### src/rtl/dec_3to8.sv
`default_nettype none
// ============================================================================
// Module      : dec_3to8
// Description : Registered 3-to-8 one-hot decoder with synchronous enable and
//               optional active-low output polarity. Defining DEC_3TO8_IDX_EN
//               adds a registered copy of the decoded code on port idx.
// Revision    : 1.0 - initial release
// ============================================================================
module dec_3to8 #(
    parameter int ACTIVE_LOW = 0
) (
    input  logic       clk,
    input  logic       rst,
    input  logic       en,
    input  logic       x,
    input  logic       y,
    input  logic       z,
    output logic [7:0] D,
    output logic       valid
`ifdef DEC_3TO8_IDX_EN
    ,
    output logic [2:0] idx
`endif
);

    // Polarity is applied by XOR with the idle pattern, so the idle value and
    // the inversion mask are the same constant.
    localparam logic [7:0] C_IDLE = (ACTIVE_LOW != 0) ? 8'hFF : 8'h00;

    logic [2:0] w_code;
    logic [7:0] d_d;
    logic [7:0] d_q;
    logic       valid_d;
    logic       valid_q;

    assign w_code = {x, y, z};

    always_comb begin
        d_d     = C_IDLE;
        valid_d = 1'b0;
        if (en) begin
            d_d     = (8'h01 << w_code) ^ C_IDLE;
            valid_d = 1'b1;
        end
    end

    always_ff @(posedge clk) begin
        if (rst) begin
            d_q     <= C_IDLE;
            valid_q <= 1'b0;
        end else begin
            d_q     <= d_d;
            valid_q <= valid_d;
        end
    end

    assign D     = d_q;
    assign valid = valid_q;

`ifdef DEC_3TO8_IDX_EN
    logic [2:0] idx_d;
    logic [2:0] idx_q;

    always_comb begin
        idx_d = 3'b000;
        if (en) begin
            idx_d = w_code;
        end
    end

    always_ff @(posedge clk) begin
        if (rst) begin
            idx_q <= 3'b000;
        end else begin
            idx_q <= idx_d;
        end
    end

    assign idx = idx_q;
`endif

endmodule
`default_nettype wire

### config.mk
export PLATFORM = sky130hd
export DESIGN_NAME = dec_3to8
export DESIGN_NICKNAME = d
export VERILOG_FILES = /design/src/rtl/dec_3to8.sv
export SDC_FILE = /design/constraint.sdc
export NUM_CORES = 1
export LEC_CHECK = 0
export CAP_MARGIN = 20
export CORE_AREA = 2 2 39 41
export CTS_CLUSTER_SIZE = 25
export DETAILED_ROUTE_END_ITERATION = 12
export DIE_AREA = 0 0 41 43
export HOLD_SLACK_MARGIN = 0.08
export SLEW_MARGIN = 5
export SYNTH_ARGS = -nofsm -noshare
export SYNTH_HDL_FRONTEND = slang
export SYNTH_SLANG_ARGS = --single-unit
### constraint.sdc
create_clock -name clk -period 1 [get_ports clk]
set_clock_uncertainty 0.15 [all_clocks]
set_input_delay 0.2 -clock clk [delete_from_list [all_inputs] [get_ports clk]]
set_output_delay 0.2 -clock clk [all_outputs]
set_load 0.005 [all_outputs]
==> results of run 1 <==
[routing by layer]
layer	global-route usage [%]	part of all wire (%)
met3	3.14	11
met4	8.00	2.0
met2	7.19	39
met1	9.12	48
met5	0	0
[power breakdown]
part	internal, W	switching [W]	total (W)
clock network	0.000153	0.000115	0.000268
registers	0.000366	0.00000157	0.000368
logic	0.0000342	0.0000228	0.0000571
[layout by cell type, fill, tap and decap left out, drive strengths merged]
cell type	n
nor3	2
nand2b	2
clkbuf	4
nor2	6
nand2	1
clkdlybuf4s50	2
dlygate4sd2	3
or3b	1
nand3b	1
dfxtp	9
buf	12
nor2b	1
[stage by stage]
| stage | area, µm² | hold slack, ps | std cells | power, W |
|---|---|---|---|---|
| final | 427 | 198 | 60 | 0.000693 |
| after global routing | 427 | 205 | 60 | 0.000730 |
| after floorplan | 259 | 119 | 23 | 0.000392 |
| after CTS | 420 | 194 | 60 | 0.000704 |
| after detailed placement | 442 | 731 | 56 | 0.000444 |
| after global placement | 442 | 711 | 56 | 0.000442 |
[registers in the layout, summed over array words and instances, names as in the netlist]
signal	flops
valid	1
D	8
[worst min-delay path by stage]
stage                     cells after the start     to  slack, ps  startpoint
final                                         3  valid        200         rst
after global routing                          3  valid        200         rst
after CTS                                     3  valid        190         rst
after detailed placement                      2   D[0]        730           z
after global placement                        2   D[2]        710           x
after floorplan                               1   D[0]        120           z
[area by class of cell]
class / count / area, µm² / area share, %
multi-input combinational: 14 / 78.8 / 18.5
clock buffer: 4 / 26.3 / 6.16
timing repair buffer: 17 / 120 / 28.2
tap: 16 / 20.0 / 4.69
sequential: 9 / 181 / 42.5
[timing repair]
item | in CTS | in global routing
resized for setup | 40 | 1
pin swaps | 2 | 0
gates cloned | 0 | 0
setup endpoints to repair | 17 | 9
[kinds of logic after synthesis]
logic type | after synthesis | share of synthesized area, %
AND/OR/NAND/NOR | 14 | 30.4
flip-flops | 9 | 69.6
==> run_results.csv, run 1 <==
group,metric,value,unit
run_status,outcome,"finished with violations",
run_status,violations_in_the_final_reports,"negative setup slack",
timing,finalWorstSetupSlack,-23.0,ps
timing,min_period_over_period,102,%
run,timing.max_cap.violations,0,
die,die_h,43,µm
cells_and_area,finalNetCount,51,
routing,routed_wirelength,505,µm
cells_and_area,areaGrowthSynthToFinish,64.7,%
clock_network,clock_tree.htree_level_count,1,
clock_network,cts.clk_slew.worst_paths,60,ps
placed_design,detailedPlacementHpwl,357,µm
cells_and_area,num-fill-cells,161,
synth,post-synth-top-area-cell,"sky130_fd_sc_hd__dfxtp_1",
timing,setup_viol,9,
clock_network,cts_made_buffers,3,
timing,setup_total_negative_slack,-86.0,ps
routing,drc,0,
timing,fin_crit,1020,ps
clock_network,cts_setup_buffers,0,
clock_network,cts_hold_repair.buffers,0,
grt,vias_in_the_first_global_route,183,
die,floorplan.initialDensity,18.7,%
worst_hold_path,min_path_type,"in -> reg",
clock_network,max_buffers_root_to_sink,2,
die,die-width,41,µm
clock_network,cts-root-buf,"sky130_fd_sc_hd__clkbuf_4",
routing,avgRoutedWirePerCell,8.42,µm
critical_path,timing.critical_path.depth,1,
die,core-area,1380,µm²
cells_and_area,drive_gt1_share,40.9,%
grt,gr-usage-all-layers,6.96,%
synth,ys_ff_latch,9,
critical_path,timing_worst_setup_path_type,"reg -> out",
power,vdd_ir_drop_max,574,µV
synth,synth_ff_type,"sky130_fd_sc_hd__dfxtp_1",
placed_design,place_worst_setup_slack,-410,ps
synth,synthDistinctLibCells,9,
die,io_pins,15,
critical_path,max_stage_delay,320,ps
grt,globalRoute.totalOverflow,0,
timing,worst_slew_margin_relative_to_its_limit,87.2,%
critical_path,worst_ep_required_time,650,ps
die,die_area,1760,µm²
routing,firstDrtPassIters,2,
placed_design,place_congestion,0.704,
power,p_per_area,1620,nW/µm²
synth,synth_seq_area_share,69.6,%
synth,synth_area_leaders,"sky130_fd_sc_hd__dfxtp_1 (70%), sky130_fd_sc_hd__nor2_1 (8.7%), sky130_fd_sc_hd__nand2b_1 (4.8%), sky130_fd_sc_hd__or3b_4 (4.3%), sky130_fd_sc_hd__nor3_2 (3.9%)",
power,power.leakage,0.199,nW
cells_and_area,final_util,30.8,%
cells_and_area,n_antenna_cell,0,
timing,hold_viol,0,
routing,drtIter0Drc,3,
synth,netlist_area,259,µm²
timing,finalMaxSlewViolations,0,
timing,clock.fmax,0.977,GHz
critical_path,timing.critical_path.max_delay_family,"flip-flops",
clock_network,clock_net_sink_count,9,
synth,synth_top_cells_by_count,"sky130_fd_sc_hd__dfxtp_1 (9), sky130_fd_sc_hd__nor2_1 (6), sky130_fd_sc_hd__nand2b_1 (2)",
critical_path,cp_max_fo,1,
critical_path,startpoint_type,"flop",
timing,worstMarginPinSlew,191,ps
grt,wire_length_of_the_first_global_routing_pass,752,µm
synth,synth_top_area_share,69.6,%
synth,synth_enable_flop_cells,0,
synth,synth_area_per_cell,11.3,µm²
die,rows,14,
synth,yosys.cell_count.top_type,"sky130_fd_sc_hd__dfxtp_1",
clock_network,cts_tree,"yes",
synth,async_flop_share,0,%
synth,syn-instance-count,23,
critical_path,crit_slowest_cell,"sky130_fd_sc_hd__dfxtp_2",
synth,synth_nets,29,
synth,synth.yosys.warnings,0,
timing,rsz0062_at_grt,"yes",
critical_path,setup.worst_path.end,"D[2]",
routing,drt-vias-per-instance,3.73,
routing,num_vias,224,
placed_design,port_buffers,14,
routing,antenna_violating_nets_post_route,0,
critical_path,worstPathArrival,670,ps
critical_path,cp.buffers_inverters,1,
grt,initial_antenna_violation_count,0,
critical_path,critPathCaptureType,"primary output",
grt,grt_max_degree,6,
critical_path,setup.worst_path.start,"D[2]",
critical_path,crit_path_cell_trace,"buf_6",
No activity file was read; power rests on OpenSTA's default activity.
==> run 2: changes to the inputs <==
--- a/config.mk
+++ b/config.mk
@@ -10,6 +10,7 @@
 export CTS_CLUSTER_SIZE = 25
 export DETAILED_ROUTE_END_ITERATION = 12
 export DIE_AREA = 0 0 41 43
+export GPL_TIMING_DRIVEN = 0
 export HOLD_SLACK_MARGIN = 0.08
 export SLEW_MARGIN = 5
 export SYNTH_ARGS = -nofsm -noshare
==> run 2 against run 1 <==
  * Sequential share of layout area is 2.9 points higher
  * Setup slack better by 9.5 ps
  * Clock power is 1% lower
  * Highest routed layer unchanged
  * Die area stayed put
  * The flow still finishes with violations (negative setup slack)
  * Non-clock buffer count is 3 lower
  * Largest power group unchanged
  * Critical endpoint unchanged
  * Combinational power is 19% lower
==> run_results.csv, run 2 (same netlist as run 1, synthesis figures left out) <==
group,metric,value,unit
timing,finalMaxSlewViolations,0,
timing,worstMarginPinSlew,179,ps
cells_and_area,finalNetCount,48,
cells_and_area,stdcell_count,57,
die,rows,14,
cells_and_area,num-fill-cells,167,
critical_path,timing_worst_setup_path_type,"reg -> out",
critical_path,crit_path_cell_trace,"buf_2",
power,p_per_area,1710,nW/µm²
routing,drtIter0Drc,1,
routing,routed_wirelength,439,µm
power,switchingPower,0.000133,W
routing,antenna_violating_nets_post_route,0,
cells_and_area,layout_common_cells,"sky130_fd_sc_hd__dfxtp_1 (9), sky130_fd_sc_hd__buf_2 (9), sky130_fd_sc_hd__nor2_1 (6)",
die,core-area,1380,µm²
power,power.leakage,0.184,nW
critical_path,critPathCaptureType,"primary output",
power,vdd_ir_drop_max,347,µV
die,floorplan.initialDensity,18.7,%
die,die_h,43,µm
placed_design,place_worst_setup_slack,-427,ps
run_status,violations_in_the_final_reports,"negative setup slack",
critical_path,max_stage_delay,300,ps
power,seq_power_share,54.2,%
run,timing.max_cap.violations,0,
die,io_pins,15,
critical_path,worst_ep_required_time,650,ps
clock_network,cts-root-buf,"sky130_fd_sc_hd__clkbuf_4",
timing,rsz0062_at_grt,"yes",
timing,min_period_over_period,101,%
timing,setup_total_negative_slack,-54.9,ps
clock_network,clock_tree.htree_level_count,1,
critical_path,timing.critical_path.max_delay_family,"flip-flops",
grt,gr-usage-all-layers,7.15,%
grt,globalRoute.totalOverflow,0,
timing,setup_viol,9,
timing,finalWorstSetupSlack,-13.5,ps
cells_and_area,largest_register_ff_count,8,
die,die-width,41,µm
die,die_area,1760,µm²
power,part_of_the_total_power_dissipated_in_combinational_logic,6.9,%
routing,drc,0,
placed_design,place_congestion,0.666,
routing,avgRoutedWirePerCell,7.70,µm
cells_and_area,n_antenna_cell,0,
power,power.clock.fraction,39.0,%
grt,initial_antenna_violation_count,0,
routing,num_vias,219,
routing,drt-vias-per-instance,3.84,
clock_network,cts_setup_buffers,0,
grt,vias_in_the_first_global_route,194,
placed_design,detailedPlacementHpwl,335,µm
routing,firstDrtPassIters,2,
power,power.switching_fraction,19.6,%
grt,wire_length_of_the_first_global_routing_pass,717,µm
clock_network,cts_tree,"yes",
critical_path,worstPathArrival,660,ps
timing,final.hold.worst_slack,119,ps
timing,hold_viol,0,
timing,fin_crit,1010,ps
grt,grt_max_degree,6,
timing,worst_slew_margin_relative_to_its_limit,88.0,%
power,intPower,0.000545,W
worst_hold_path,min_path_type,"in -> reg",
critical_path,crit_slowest_cell,"sky130_fd_sc_hd__dfxtp_1",
critical_path,cp.buffers_inverters,1,
critical_path,startpoint_type,"flop",
cells_and_area,drive_gt1_share,34.1,%
timing,clock.fmax,0.987,GHz
clock_network,max_buffers_root_to_sink,2,
run_status,outcome,"finished with violations",
clock_network,cts_made_buffers,3,
placed_design,placedCellCount,53,
placed_design,port_buffers,14,
critical_path,cp_max_fo,1,
cells_and_area,areaGrowthSynthToFinish,53.1,%
clock_network,cts.clk_slew.worst_paths,60,ps
clock_network,clock_net_sink_count,9,
-- run 2: per-layer routing --
metal | global-route usage [%] | up-vias | wire (µm)
met3 | 3.14 | 2 | 57
met4 | 12.0 | 0 | 9
met5 | 0 | - | 0
met1 | 6.82 | 94 | 182
met2 | 8.13 | 14 | 189
li1 | - | 109 | -
-- run 2: timing repair --
| action | CTS | global route |
|---|---|---|
| pin swaps | 3 | 0 |
| resized for setup | 39 | 0 |
| hold endpoints to repair | 0 | 0 |
| endpoints found under the setup margin | 13 | 9 |
| hold buffers | 0 | 0 |
| gates cloned | 0 | 0 |
-- run 2: path summary, 6_finish.rpt --
kind              startpoint     to  slack [ps]  cells past startpoint
setup / recovery        D[2]   D[2]         -10                      1
hold / removal           rst  valid         120                      2
-- run 2: area by class of cell --
cell class / count / area [µm²] / area share, %
Clock buffer: 4 / 26.3 / 6.62
Sequential cell: 9 / 180 / 45.4
Timing Repair Buffer: 14 / 91.3 / 23.0
Tap cell: 16 / 20.0 / 5.05
Multi-Input combinational cell: 14 / 78.8 / 19.9
-- run 2: stage by stage --
stage	total power (W)	util (%)	cell area (µm²)
6_report	0.000678	28.7	397
5_1_grt	0.000729	28.7	397
4_1_cts	0.000697	28.7	397
3_5_place_dp	0.000434	30.3	419
3_3_place_gp	0.000434	30.3	419
2_1_floorplan	0.000392	-	259
-- run 2: power groups by stage --
stage	Clock [W]	Combinational (W)	Sequential, W
3_5_place_dp	0	0.0000585	0.000376
2_1_floorplan	0	0.0000152	0.000377
5_1_grt	0.000309	0.0000521	0.000368
6_report	0.000264	0.0000465	0.000367
3_3_place_gp	0	0.0000581	0.000376
4_1_cts	0.000282	0.0000474	0.000367
